$ cat config.mk
export PLATFORM = sky130hd
export DESIGN_NAME = mem_access_ctrl
export DESIGN_NICKNAME = d
export VERILOG_FILES = /design/src/rtl/mem_access_ctrl.sv
export SDC_FILE = /design/constraint.sdc
export NUM_CORES = 1
export LEC_CHECK = 0
export ABC_AREA = 1
export CAP_MARGIN = 20
export CORE_UTILIZATION = 45
export CTS_BUF_LIST = sky130_fd_sc_hd__clkbuf_16
export DETAILED_ROUTE_END_ITERATION = 10
export PLACE_DENSITY = 0.82
export SYNTH_ARGS = -nofsm -noshare
export SYNTH_HDL_FRONTEND = slang
export SYNTH_SLANG_ARGS = --single-unit
$ cat constraint.sdc
create_clock -name clk -period 5.1 [get_ports clk]
set_input_delay 1.02 -clock clk [delete_from_list [all_inputs] [get_ports clk]]
set_output_delay 1.02 -clock clk [all_outputs]
set_load 0.1 [all_outputs]
$ cat src/rtl/mem_access_ctrl.sv
`default_nettype none
// ============================================================================
//  Module   : mem_access_ctrl
//  Brief    : Single-outstanding load/store sequencer in front of the data
//             memory. Accepts one request, runs one memory access with the
//             pins held for the required number of cycles, returns one
//             response, and keeps saturating read/write counters for debug.
//  Revision : 1.0 - initial release
// ============================================================================
module mem_access_ctrl #(
  parameter int DATA_W   = 32,
  parameter int ADDR_W   = 3,
  parameter int READ_LAT = 1,
  parameter int CNT_W    = 16
) (
  input  logic              clk,
  input  logic              rst,
  // request channel
  input  logic              req_valid,
  output logic              req_ready,
  input  logic              req_write,
  input  logic [ADDR_W-1:0] req_addr,
  input  logic [DATA_W-1:0] req_wdata,
  // response channel
  output logic              rsp_valid,
  input  logic              rsp_ready,
  output logic              rsp_write,
  output logic [DATA_W-1:0] rsp_rdata,
  // memory pins
  output logic              mem_enable,
  output logic              mem_readwrite,
  output logic [ADDR_W-1:0] mem_address,
  output logic [DATA_W-1:0] mem_datain,
  input  logic [DATA_W-1:0] mem_dataout,
  // debug counters
  output logic [CNT_W-1:0]  rd_count,
  output logic [CNT_W-1:0]  wr_count
);

  // The WAIT down-counter is preloaded with READ_LAT-2 and expires at zero,
  // so WAIT lasts READ_LAT-1 cycles. Keep at least one bit for READ_LAT<=2.
  localparam int c_wait_w = (READ_LAT > 2) ? $clog2(READ_LAT - 1) : 1;
  localparam logic [c_wait_w-1:0] c_wait_init =
    c_wait_w'((READ_LAT > 1) ? (READ_LAT - 2) : 0);

  typedef enum logic [1:0] {
    IDLE   = 2'd0,
    ACCESS = 2'd1,
    WAIT   = 2'd2,
    RESP   = 2'd3
  } state_t;

  state_t              r_state;
  state_t              w_next;

  logic                r_write;
  logic [ADDR_W-1:0]   r_addr;
  logic [DATA_W-1:0]   r_wdata;
  logic [DATA_W-1:0]   r_rdata;
  logic [c_wait_w-1:0] r_wait_cnt;
  logic [CNT_W-1:0]    r_rd_count;
  logic [CNT_W-1:0]    r_wr_count;

  // State register; reset drops any in-flight transaction.
  always_ff @(posedge clk) begin
    if (rst) begin
      r_state <= IDLE;
    end else begin
      r_state <= w_next;
    end
  end

  // Next-state and state-decoded outputs. Memory pins are only driven
  // active in ACCESS/WAIT, so a load can never present a write.
  always_comb begin
    w_next        = r_state;
    req_ready     = 1'b0;
    rsp_valid     = 1'b0;
    mem_enable    = 1'b0;
    mem_readwrite = 1'b1;
    mem_datain    = '0;
    case (r_state)
      IDLE: begin
        req_ready = 1'b1;
        if (req_valid) begin
          w_next = ACCESS;
        end
      end
      ACCESS: begin
        mem_enable    = 1'b1;
        mem_readwrite = ~r_write;
        mem_datain    = r_write ? r_wdata : '0;
        if (r_write || (READ_LAT <= 1)) begin
          w_next = RESP;
        end else begin
          w_next = WAIT;
        end
      end
      WAIT: begin
        mem_enable    = 1'b1;
        mem_readwrite = ~r_write;
        mem_datain    = r_write ? r_wdata : '0;
        if (r_wait_cnt == '0) begin
          w_next = RESP;
        end
      end
      RESP: begin
        rsp_valid = 1'b1;
        if (rsp_ready) begin
          w_next = IDLE;
        end
      end
      default: begin
        w_next = IDLE;
      end
    endcase
  end

  // Request capture, read-data sampling and the WAIT down-counter.
  always_ff @(posedge clk) begin
    if (rst) begin
      r_write    <= 1'b0;
      r_addr     <= '0;
      r_wdata    <= '0;
      r_rdata    <= '0;
      r_wait_cnt <= '0;
    end else begin
      case (r_state)
        IDLE: begin
          if (req_valid) begin
            r_write <= req_write;
            r_addr  <= req_addr;
            r_wdata <= req_wdata;
          end
        end
        ACCESS: begin
          if (r_write) begin
            r_rdata <= '0;
          end else if (READ_LAT <= 1) begin
            r_rdata <= mem_dataout;
          end else begin
            r_wait_cnt <= c_wait_init;
          end
        end
        WAIT: begin
          if (r_wait_cnt == '0) begin
            r_rdata <= mem_dataout;
          end else begin
            r_wait_cnt <= r_wait_cnt - 1'b1;
          end
        end
        default: begin
        end
      endcase
    end
  end

  // Saturating transaction counters, bumped on the response handshake.
  always_ff @(posedge clk) begin
    if (rst) begin
      r_rd_count <= '0;
      r_wr_count <= '0;
    end else if ((r_state == RESP) && rsp_ready) begin
      if (r_write) begin
        if (r_wr_count != {CNT_W{1'b1}}) begin
          r_wr_count <= r_wr_count + 1'b1;
        end
      end else begin
        if (r_rd_count != {CNT_W{1'b1}}) begin
          r_rd_count <= r_rd_count + 1'b1;
        end
      end
    end
  end

  assign mem_address = r_addr;
  assign rsp_write   = r_write;
  assign rsp_rdata   = r_rdata;
  assign rd_count    = r_rd_count;
  assign wr_count    = r_wr_count;

endmodule
`default_nettype wire

==> results.sh <==
export IMPL_cpLargestDelayFamily="simple AND/OR/NAND/NOR gates"
export IMPL_n_fill_cell=783
export IMPL_outcome="complete, no violations"
export IMPL_ant_nets=0
export IMPL_cts_sinks=102
export IMPL_cap_violations=0
export IMPL_clk_pin_slew_worst_paths_ps=70
export IMPL_drc=0
export IMPL_die_h_um=102
export IMPL_final_max_slew_viol_count=0
export IMPL_row_count=36
export IMPL_worst_pin_slew_ps=1060
export IMPL_cts_root_buf="clkbuf_16"
export IMPL_finClkSkew_ps=5.28
export IMPL_critPathLaunchType="flop"
export IMPL_synthTopCellsByArea="dfxtp_1 (45%), a21oi_1 (9.6%), nand2_1 (9.2%)"
export IMPL_core_um2=9770
export IMPL_rr_worst_depth=6
export IMPL_crit_path_cell_trace="inv_1 -> ha_1 -> nand2_1 -> nor2_1 -> buf_12"
export IMPL_synth_area_per_cell_um2=7.02
export IMPL_ys_seq_area_frac=0.450
export IMPL_arrival_ps=2440
export IMPL_ff2ff_setup_slack_ps=3300
export IMPL_period_share=0.678
export IMPL_synth_nets=724
export IMPL_grt_max_degree=71
export IMPL_regToRegEndpoint="wr_count[15]"
export IMPL_cts_buffers=9
export IMPL_yosys_area_top_type="dfxtp_1"
export IMPL_p_leak_nw=2.67
export IMPL_crit_fanout=33
export IMPL_clk_latency_ps=330
export IMPL_fin_crit_ps=3460
export IMPL_crit_type="flop to output port"
export IMPL_met2_usage=0.407
export IMPL_fmax_mhz=289
export IMPL_dr_pass1_iters=4
export IMPL_grt_pass1_wl_mm=20.0
export IMPL_drive_above_1_share=0.0929
export IMPL_cts_tree="built"
export IMPL_n_antenna_cell=0
export IMPL_hold_violations=0
export IMPL_whs_endpoint="r_wdata[25]"
export IMPL_syn_instance_count=646
export IMPL_use_met1=0.291
export IMPL_path_buf_inv=2
export IMPL_cts_setup_buffers=0
export IMPL_endpoint_kind="output port"
export IMPL_ioPinCount=176
export IMPL_place_port_buffers=175
export IMPL_r2r_start="wr_count[0]"
export IMPL_relSlewSlack=0.290
export IMPL_htreeDepth=3
export IMPL_p_per_area_nw_per_um2=441
export IMPL_setup_violations=0
export IMPL_area_growth_pct=53.0
export IMPL_fin_nets=880
export IMPL_grt_ovfl_total=0
export IMPL_routedWlPerCell_um=13.5
export IMPL_die_w_um=102
export IMPL_start_util=0.464
export IMPL_ir_drop_mv=0.437
export IMPL_grt_usage=0.245
export IMPL_postCtsHoldBufs=0
export IMPL_synthArstFlopShare=0
export IMPL_cts_resized_gates=0
export IMPL_netlist_area_um2=4540
export IMPL_ys_flop_type="dfxtp_1"
export IMPL_vias_per_cell=5.03
export IMPL_wl_mm=12.6
export IMPL_power_total_mw=3.06
export IMPL_antenna_found_initial=0
export IMPL_min_path_cells=2
export IMPL_rsz0062_at_grt="no"
export IMPL_hold_start="r_wdata[25]"
export IMPL_grt_busiest_layer="met2"
export IMPL_crit_slowest_cell="nand2_1"
export IMPL_via_count=4732
export IMPL_drtIter0Drc=131
export IMPL_ys_types=27
export IMPL_clk_path_buf_depth=2
export IMPL_ys_seq_elements=102
export IMPL_ys_warn_count=0
export IMPL_synth_edf_count=0
export IMPL_grt_pass1_vias=4359
export IMPL_place_congestion=0.836
export IMPL_cp_data_required_time_ps=4080
export IMPL_met3_usage=0.0746
export IMPL_tns_ps=0
export IMPL_slowest_delay_ps=590
export IMPL_hp_class="flop to flop"
export IMPL_dieArea_um2=10500
export IMPL_hpwl_mm=9.31
export IMPL_yosysTopAreaCellShare=0.450
## how the worst max path moves through the flow
stage / from / to / slack [ps] / depth (start not counted)
2_1_floorplan: r_state[1] / mem_datain[22] / 220 / 6
3_3_place_gp: r_state[1] / mem_datain[31] / 2210 / 5
3_5_place_dp: r_state[1] / mem_datain[2] / 2040 / 5
4_1_cts: r_state[1] / mem_datain[31] / 1660 / 5
5_1_grt: r_state[1] / mem_datain[31] / 1490 / 5
6_report: r_state[1] / mem_datain[22] / 1640 / 5
## stage by stage
step / cell area [um2] / hold slack [ps] / util / cells / setup WS, ps
3_5_place_dp: 6630 / 451 / 0.678 / 923 / 2040
6_report: 6940 / 457 / 0.710 / 940 / 1640
2_1_floorplan: 4540 / 430 / - / 646 / 217
3_3_place_gp: 6630 / 445 / 0.678 / 923 / 2210
5_1_grt: 6940 / 484 / 0.710 / 940 / 1490
4_1_cts: 6920 / 461 / 0.708 / 939 / 1660
## sequential cells by signal, summed over array words and instances (netlist names)
signal / count
mem_address: 3
r_state: 2
r_wdata: 32
rd_count: 16
rsp_rdata: 32
rsp_write: 1
wr_count: 16
## Yosys cell counts, types with 3 or more instances
master	count
buf_4	3
nand2_1	111
ha_1	6
dfxtp_1	102
nand4_1	3
nand3_1	27
o21ai_0	76
inv_1	61
nand3b_1	3
clkbuf_1	25
a21oi_1	87
nor2_4	3
nand2_2	4
buf_6	3
nor3_1	3
nor2_2	9
nor2_1	107
## worst register-to-register path, cell delays in order, from the launching register on
cell and delay, ps:
dfxtp_1 410, ha_1 170, inv_1 80, nor2_1 160, nand4_2 470, a21oi_1 330
nor2_1 70
## kinds of logic (layout without fill, tap and decap cells)
kind of cell / after synthesis / after routing / synth area share
AND/OR/NAND/NOR: 275 / 275 / 0.259
AO/OA/AOI/OAI: 166 / 166 / 0.185
flip-flops: 102 / 102 / 0.450
buffers and inverters: 96 / 257 / 0.0874
adder cells (fa/ha/maj): 6 / 6 / 0.0166
XOR/XNOR: 1 / 1 / 0.00193
## final cells by class
class,count,area (um2),area share
inverters,62,233,0.0335
well taps,133,166,0.0240
flip-flops and latches,102,2040,0.294
clock buffers,9,225,0.0325
repair buffers,179,2110,0.304
clock inverters,7,63.8,0.00920
multi-input cells,448,2100,0.303
## per-layer routing
layer / routed length, um / vias up
met2: 6250 / 155
li1: - / 2390
met4: 230 / 0
met5: 0 / -
met1: 5240 / 2167
met3: 915 / 20
## placed cells by master, fill, tap and decap left out, drive strengths merged
master         count
nand3b             3
o22ai              1
nand4              5
clkbuf             9
clkinv             5
ha                 6
a31oi              1
clkdlybuf4s50    141
dfxtp            102
buf               38
nor2             119
or2                1
xor2               1
o21ai             77
a21oi             87
inv               63
nand3             29
nor3               3
bufinv             1
nand2            115
## power by group
group	switching (mW)	internal, mW	leakage (nW)
logic	1.07	0.329	1.69
registers	0.0623	0.932	0.837
clock network	0.285	0.377	0.142
No activity file was read; power rests on OpenSTA's default activity.
